$ cat config.mk
export PLATFORM = sky130hd
export DESIGN_NAME = life_gen_sched_flat
export DESIGN_NICKNAME = d
export VERILOG_FILES = /design/src/rtl/life_gen_sched_if.sv /design/src/rtl/life_gen_sched.sv /design/src/flat_wrapper.sv
export SDC_FILE = /design/constraint.sdc
export NUM_CORES = 1
export LEC_CHECK = 0
export CORE_ASPECT_RATIO = 0.8
export CORE_MARGIN = 4
export CORE_UTILIZATION = 51
export CTS_CLUSTER_SIZE = 20
export DETAILED_ROUTE_END_ITERATION = 8
export PLACE_DENSITY = 0.79
export SLEW_MARGIN = 30
export SYNTH_ARGS = -nofsm -noshare
export SYNTH_HDL_FRONTEND = slang
export SYNTH_SLANG_ARGS = --single-unit
$ cat constraint.sdc
create_clock -name vga_clk -period 3 [get_ports vga_clk]
set_clock_uncertainty 0.2 [all_clocks]
set_input_delay 0.3 -clock vga_clk [delete_from_list [all_inputs] [get_ports vga_clk]]
set_output_delay 0.3 -clock vga_clk [all_outputs]
set_load 0.005 [all_outputs]
$ cat src/rtl/life_gen_sched_if.sv
// Cell-bank port bundle between the generation scheduler and the two cell banks:
// a single front-bank read port and a back-bank write port.
interface life_gen_sched_if;
  logic [12:0] rd_addr;
  logic        rd_data;
  logic        wr_en;
  logic [12:0] wr_addr;
  logic        wr_data;

  modport master (
    output rd_addr,
    input  rd_data,
    output wr_en,
    output wr_addr,
    output wr_data
  );

  modport slave (
    input  rd_addr,
    output rd_data,
    input  wr_en,
    input  wr_addr,
    input  wr_data
  );
endinterface

$ cat src/rtl/life_gen_sched.sv
// Game of Life generation scheduler: sweeps the toroidal grid one cell at a time,
// shares the front-bank read port with the display, and swaps banks on a frame tick.
module life_gen_sched #(
  parameter int COLS = 80,
  parameter int ROWS = 60
) (
  input  logic             vga_clk,
  input  logic             rst,
  input  logic             vs,
  input  logic             rdn,
  input  logic [8:0]       row_addr,
  input  logic [9:0]       col_addr,
  input  logic             run,
  input  logic             step,
  input  logic [3:0]       speed,
  life_gen_sched_if.master bank,
  output logic             bank_sel,
  output logic             pix_cell,
  output logic             busy,
  output logic [15:0]      gen_cnt
);

  typedef enum logic [2:0] {
    ST_IDLE  = 3'd0,
    ST_FETCH = 3'd1,
    ST_DRAIN = 3'd2,
    ST_WRITE = 3'd3,
    ST_DONE  = 3'd4
  } state_t;

  localparam logic [5:0] ROW_LAST = 6'(ROWS - 1);
  localparam logic [6:0] COL_LAST = 7'(COLS - 1);

  function automatic logic next_cell(input logic centre, input logic [3:0] n);
    return (n == 4'd3) || (centre && (n == 4'd2));
  endfunction

  state_t      state_r, state_s;
  logic        vs_q_r, tick_s, start_s, pend_r;
  logic [3:0]  fcnt_r, k_r, ret_k_r, cnt_r, cnt_s;
  logic [5:0]  row_r, row_up_s, row_dn_s, nb_row_s;
  logic [6:0]  col_r, col_lf_s, col_rt_s, nb_col_s;
  logic        centre_r, centre_s, eng_gnt_s, eng_gnt_r, disp_gnt_r, last_cell_s;
  logic [12:0] rd_addr_s, wr_addr_r;
  logic        wr_en_r, wr_data_r, bank_sel_r, pix_r, busy_r;
  logic [15:0] gen_cnt_r;
  logic        unused_s;

  assign tick_s      = vs_q_r & ~vs;
  assign last_cell_s = (row_r == ROW_LAST) && (col_r == COL_LAST);
  assign eng_gnt_s   = (state_r == ST_FETCH) && rdn;
  assign unused_s    = ^{row_addr[2:0], col_addr[2:0]};

  assign bank.rd_addr = rd_addr_s;
  assign bank.wr_en   = wr_en_r;
  assign bank.wr_addr = wr_addr_r;
  assign bank.wr_data = wr_data_r;
  assign bank_sel     = bank_sel_r;
  assign pix_cell     = pix_r;
  assign busy         = busy_r;
  assign gen_cnt      = gen_cnt_r;

  // Toroidal neighbour address for read index k (raster order over the 3x3 window)
  always_comb begin
    row_up_s = (row_r == 6'd0) ? ROW_LAST : row_r - 6'd1;
    row_dn_s = (row_r == ROW_LAST) ? 6'd0 : row_r + 6'd1;
    col_lf_s = (col_r == 7'd0) ? COL_LAST : col_r - 7'd1;
    col_rt_s = (col_r == COL_LAST) ? 7'd0 : col_r + 7'd1;
    nb_row_s = row_r;
    nb_col_s = col_r;
    case (k_r)
      4'd0, 4'd1, 4'd2: nb_row_s = row_up_s;
      4'd6, 4'd7, 4'd8: nb_row_s = row_dn_s;
      default:          nb_row_s = row_r;
    endcase
    case (k_r)
      4'd0, 4'd3, 4'd6: nb_col_s = col_lf_s;
      4'd2, 4'd5, 4'd8: nb_col_s = col_rt_s;
      default:          nb_col_s = col_r;
    endcase
  end

  // Read-port arbitration: the display always wins, the engine only reads in FETCH
  always_comb begin
    rd_addr_s = 13'd0;
    if (rst) begin
      rd_addr_s = 13'd0;
    end else if (!rdn) begin
      rd_addr_s = {row_addr[8:3], col_addr[9:3]};
    end else if (state_r == ST_FETCH) begin
      rd_addr_s = {nb_row_s, nb_col_s};
    end else begin
      rd_addr_s = 13'd0;
    end
  end

  // Merge returning engine read data into centre / neighbour count
  always_comb begin
    cnt_s    = cnt_r;
    centre_s = centre_r;
    if (eng_gnt_r && (ret_k_r == 4'd4)) begin
      centre_s = bank.rd_data;
    end else if (eng_gnt_r) begin
      cnt_s = cnt_r + {3'd0, bank.rd_data};
    end else begin
      cnt_s    = cnt_r;
      centre_s = centre_r;
    end
  end

  // Sweep sequencing and trigger decision
  always_comb begin
    state_s = state_r;
    start_s = 1'b0;
    case (state_r)
      ST_IDLE: begin
        if (tick_s && ((run && (fcnt_r == speed)) || (!run && pend_r))) begin
          state_s = ST_FETCH;
          start_s = 1'b1;
        end else begin
          state_s = ST_IDLE;
        end
      end
      ST_FETCH: begin
        if (eng_gnt_s && (k_r == 4'd8)) begin
          state_s = ST_DRAIN;
        end else begin
          state_s = ST_FETCH;
        end
      end
      ST_DRAIN: state_s = ST_WRITE;
      ST_WRITE: begin
        if (last_cell_s) begin
          state_s = ST_DONE;
        end else begin
          state_s = ST_FETCH;
        end
      end
      ST_DONE: begin
        if (tick_s) begin
          state_s = ST_IDLE;
        end else begin
          state_s = ST_DONE;
        end
      end
      default: state_s = ST_IDLE;
    endcase
  end

  // Control registers: state, frame counting, step request, bank swap
  always_ff @(posedge vga_clk) begin
    if (rst) begin
      state_r    <= ST_IDLE;
      vs_q_r     <= 1'b0;
      busy_r     <= 1'b0;
      fcnt_r     <= 4'd0;
      pend_r     <= 1'b0;
      bank_sel_r <= 1'b0;
      gen_cnt_r  <= 16'd0;
    end else begin
      state_r <= state_s;
      vs_q_r  <= vs;
      busy_r  <= (state_s != ST_IDLE);
      if (tick_s && (state_r == ST_IDLE)) begin
        fcnt_r <= start_s ? 4'd0 : fcnt_r + 4'd1;
      end else if (tick_s && (state_r == ST_DONE)) begin
        fcnt_r <= 4'd0;
      end
      if (start_s || run) begin
        pend_r <= 1'b0;
      end else if (step && (state_r == ST_IDLE)) begin
        pend_r <= 1'b1;
      end
      if ((state_r == ST_DONE) && tick_s) begin
        bank_sel_r <= ~bank_sel_r;
        gen_cnt_r  <= gen_cnt_r + 16'd1;
      end
    end
  end

  // Datapath registers: read steering, neighbour accumulation, cell walk, write port
  always_ff @(posedge vga_clk) begin
    if (rst) begin
      eng_gnt_r  <= 1'b0;
      disp_gnt_r <= 1'b0;
      ret_k_r    <= 4'd0;
      k_r        <= 4'd0;
      cnt_r      <= 4'd0;
      centre_r   <= 1'b0;
      row_r      <= 6'd0;
      col_r      <= 7'd0;
      pix_r      <= 1'b0;
      wr_en_r    <= 1'b0;
      wr_addr_r  <= 13'd0;
      wr_data_r  <= 1'b0;
    end else begin
      eng_gnt_r  <= eng_gnt_s;
      disp_gnt_r <= ~rdn;
      ret_k_r    <= k_r;
      wr_en_r    <= (state_r == ST_DRAIN);
      if (disp_gnt_r) begin
        pix_r <= bank.rd_data;
      end
      if (eng_gnt_s) begin
        k_r <= (k_r == 4'd8) ? 4'd0 : k_r + 4'd1;
      end
      // The last neighbour returns during DRAIN, so the write value uses the merged count
      if (state_r == ST_DRAIN) begin
        wr_addr_r <= {row_r, col_r};
        wr_data_r <= next_cell(centre_s, cnt_s);
        cnt_r     <= 4'd0;
        centre_r  <= 1'b0;
      end else begin
        cnt_r    <= cnt_s;
        centre_r <= centre_s;
      end
      if ((state_r == ST_WRITE) && (col_r == COL_LAST)) begin
        col_r <= 7'd0;
        row_r <= (row_r == ROW_LAST) ? 6'd0 : row_r + 6'd1;
      end else if (state_r == ST_WRITE) begin
        col_r <= col_r + 7'd1;
      end
    end
  end

endmodule

$ cat src/flat_wrapper.sv
// flat-port wrapper written by rule: the top's interface ports become plain ports
module life_gen_sched_flat 
#(
  parameter int COLS = 80,
  parameter int ROWS = 60
)
  (vga_clk, rst, vs, rdn, row_addr, col_addr, run, step, speed, bank_sel, pix_cell, busy, gen_cnt, bank_rd_addr, bank_rd_data, bank_wr_en, bank_wr_addr, bank_wr_data);
  life_gen_sched_if bank_i ();
  input  logic vga_clk;
  input  logic rst;
  input  logic vs;
  input  logic rdn;
  input  logic [8:0] row_addr;
  input  logic [9:0] col_addr;
  input  logic run;
  input  logic step;
  input  logic [3:0] speed;
  output logic bank_sel;
  output logic pix_cell;
  output logic busy;
  output logic [15:0] gen_cnt;
  output wire logic [$bits(bank_i.rd_addr)-1:0] bank_rd_addr;
  input wire logic [$bits(bank_i.rd_data)-1:0] bank_rd_data;
  output wire logic [$bits(bank_i.wr_en)-1:0] bank_wr_en;
  output wire logic [$bits(bank_i.wr_addr)-1:0] bank_wr_addr;
  output wire logic [$bits(bank_i.wr_data)-1:0] bank_wr_data;
  assign bank_rd_addr = bank_i.rd_addr;
  assign bank_i.rd_data = bank_rd_data;
  assign bank_wr_en = bank_i.wr_en;
  assign bank_wr_addr = bank_i.wr_addr;
  assign bank_wr_data = bank_i.wr_data;
  life_gen_sched #(.COLS(COLS), .ROWS(ROWS)) u_core (.vga_clk(vga_clk), .rst(rst), .vs(vs), .rdn(rdn), .row_addr(row_addr), .col_addr(col_addr), .run(run), .step(step), .speed(speed), .bank(bank_i), .bank_sel(bank_sel), .pix_cell(pix_cell), .busy(busy), .gen_cnt(gen_cnt));
endmodule
==> results.json <==
{
  "status": "finished clean",
  "fmax_mhz": 337,
  "initial_core_util_pct": 53.0,
  "finalMaxSlewViolations": 0,
  "slowest_delay_ps": 450,
  "pin_count": 77,
  "whs_ps": 158,
  "layoutNonFillerInstCount": 673,
  "clk_latency_ps": 360,
  "die_w_um": 107,
  "tightest_slew_ps": 559,
  "avgRoutedWirePerCell_um": 16.1,
  "drt_iter0_markers": 213,
  "die_area_um2": 9270,
  "post-route-min-period_ps": 2960,
  "cts_tree": "yes",
  "maxSlewHeadroom_pct": 62.6,
  "place_area_um2": 4820,
  "areaGrowthSynthToFinish_pct": 32.7,
  "cts_hold_buf": 0,
  "dpl.hpwl_mm": 7.51,
  "wl_mm": 10.8,
  "cts_buffers": 9,
  "yosysSeqAreaShare_pct": 35.8,
  "rows": 28,
  "drive_gt1_share_pct": 17.6,
  "grt_max_degree": 53,
  "synthFlopType": "dfxtp_1",
  "p_leak_nw": 1.95,
  "syn_area_um2": 3970,
  "track_usage_pct": 23.5,
  "worstPathCellList": "inv_4 -> ha_4 -> nand3b_1 -> buf_4 -> o21ai_2 -> nor2_4 -> o22ai_2 -> a211o_1 -> clkdlybuf4s50_1",
  "viasPerCell": 5.84,
  "grt_first_pass_wirelength_mm": 17.8,
  "syn_inst": 486,
  "portBuffers": 70,
  "setup_tns_ps": 0,
  "avgSynthCellArea_um2": 8.17,
  "drcViolationCount": 0,
  "rsz0062_at_grt": "yes",
  "hp-class": "in -> reg",
  "setup.worst_path.end_class": "output port",
  "cts_root_buf": "clkbuf_8",
  "worstSetupStartpointType": "register",
  "drv_cap": 0,
  "hold_viol": 0,
  "vias": 3930,
  "grt_overflow_total": 0,
  "grt_pass1_vias": 3792,
  "max-clock-path-buffers": 2,
  "async_reset_ff_share_pct": 0,
  "antenna_found_initial": 0,
  "diodes": 0,
  "ys_types": 66,
  "path_class": "reg -> out",
  "finalWeightedCongestion": 0.933,
  "ant_nets": 0,
  "cts.sinks": 71,
  "layout.nets": 608,
  "setup_violations": 0,
  "cp_slowest_cell": "clkdlybuf4s50_1",
  "ys_warn_count": 0,
  "arrival_ps": 2460,
  "coreArea_um2": 7500,
  "period_share_pct": 98.8,
  "drtPass1Iterations": 5,
  "ir_drop_mv": 0.332,
  "synth_edf_count": 0,
  "clkSlewWorstSetupHoldPaths_ps": 80,
  "ys_ff_latch": 71,
  "cp_max_fo": 6,
  "place_inst": 652,
  "htreeDepth": 3,
  "die_height_um": 86.9,
  "worstPathRequired_ps": 2500,
  "final_area_um2": 5270,
  "syn-num-nets": 530,
  "cellPowerDensity_nw_per_um2": 335
}
[metal layers]
metal,GRT usage [%],up-vias,routed length (um)
li1,-,1905,-
met1,30.7,1867,4690
met2,37.9,138,5210
met3,5.41,20,757
met4,8.83,0,175
met5,0,-,0
[synthesized netlist by cell type (8+ instances only)]
cell / number / area [um^2]
xnor2_1: 13 / 114
o21ai_1: 8 / 40.0
inv_1: 10 / 37.5
dfxtp_1: 71 / 1420
ha_1: 14 / 175
nor2b_1: 13 / 81.3
nand2b_1: 10 / 62.6
clkbuf_1: 15 / 56.3
xor2_1: 15 / 131
a22o_1: 17 / 149
a21oi_1: 27 / 135
nor2_1: 52 / 195
nand3_1: 23 / 115
or3_1: 11 / 68.8
o21ai_0: 20 / 100
buf_2: 8 / 40.0
nor3_1: 20 / 100
nand2_1: 43 / 161
[final cells by class]
type,count,area [um^2]
Clock buffer,11,151
Multi-Input combinational cell,375,2560
Tap cell,105,131
Clock inverter,4,31.3
Inverter,10,40.0
Fill cell,609,2230
Timing Repair Buffer,97,917
Sequential cell,71,1440
[final timing paths]
| kind | from | cells after the start | slack (ps) | end |
|---|---|---|---|---|
| max | u_core.k_r[0] | 9 | 40 | bank_rd_addr[5] |
| min | rst | 3 | 160 | u_core.disp_gnt_r |
| max reg2reg | u_core.state_r[1] | 6 | 620 | u_core.busy |
| min reg2reg | u_core.bank.wr_data | 2 | 250 | u_core.bank.wr_data |
[power breakdown]
part	internal (mW)	total [mW]	switching (mW)
Combinational	0.0583	0.106	0.0477
Sequential	0.943	0.946	0.00319
Clock	0.342	0.713	0.371
[through the flow]
stage | utilization [%] | setup slack (ps) | total power, mW
3_5_place_dp | 64.3 | 47.2 | 1.08
6_report | 70.3 | 36.8 | 1.76
3_3_place_gp | 64.3 | 91.0 | 1.07
2_1_floorplan | - | 680 | 1.01
5_1_grt | 70.3 | -69.2 | 1.83
4_1_cts | 68.0 | -18.5 | 1.78
[cell usage in the layout (no fill, tap or decap), types with 4 or more instances in the layout]
cell,Yosys,final
a21oi_1,27,26
a22o_1,17,17
a31oi_1,6,6
buf_4,3,26
clkbuf_8,0,11
clkdlybuf4s50_1,0,60
dfxtp_1,71,62
dfxtp_2,0,6
dlymetal6s2s_1,0,7
ha_1,14,7
ha_2,0,5
inv_1,10,6
mux2i_1,6,5
nand2_1,43,41
nand2b_1,10,8
nand3_1,23,23
nand3b_1,6,6
nand4_1,6,6
nor2_1,52,49
nor2b_1,13,13
nor3_1,20,17
o211ai_1,4,4
o21ai_0,20,19
o21ai_1,8,8
or3_1,11,8
xnor2_1,13,13
xor2_1,15,15
[kinds of logic after synthesis]
kind of cell,synth area share [%]
fa+ha+maj,4.41
simple gates,28.4
compound gates,19.4
buf+inv,4.31
mux,1.51
xor+xnor,6.17
flops,35.8
[worst max-delay path: cells and delay by family, from the launching register on]
kind                     cells  cell delay [ps]
buffers and inverters        3              670
AO/OA/AOI/OAI                3              450
flip-flops                   1              380
AND/OR/NAND/NOR              2              440
adder cells (fa/ha/maj)      1              180
[sequential cells by signal (all words and copies together), names as in the netlist, 3 cells and up]
register,count
u_core.cnt_r,4
u_core.bank.wr_addr,13
u_core.fcnt_r,4
u_core.gen_cnt,16
u_core.state_r,3
u_core.ret_k_r,4
u_core.col_r,7
u_core.k_r,4
u_core.row_r,6
[timing repair]
action / 4_1_cts / 5_1_grt
buffers inserted: 1 / 5
endpoints found under the setup margin: 13 / 11
gates resized for setup: 33 / 35
pin swaps: 3 / 5
(Power assumes the default switching activity.)
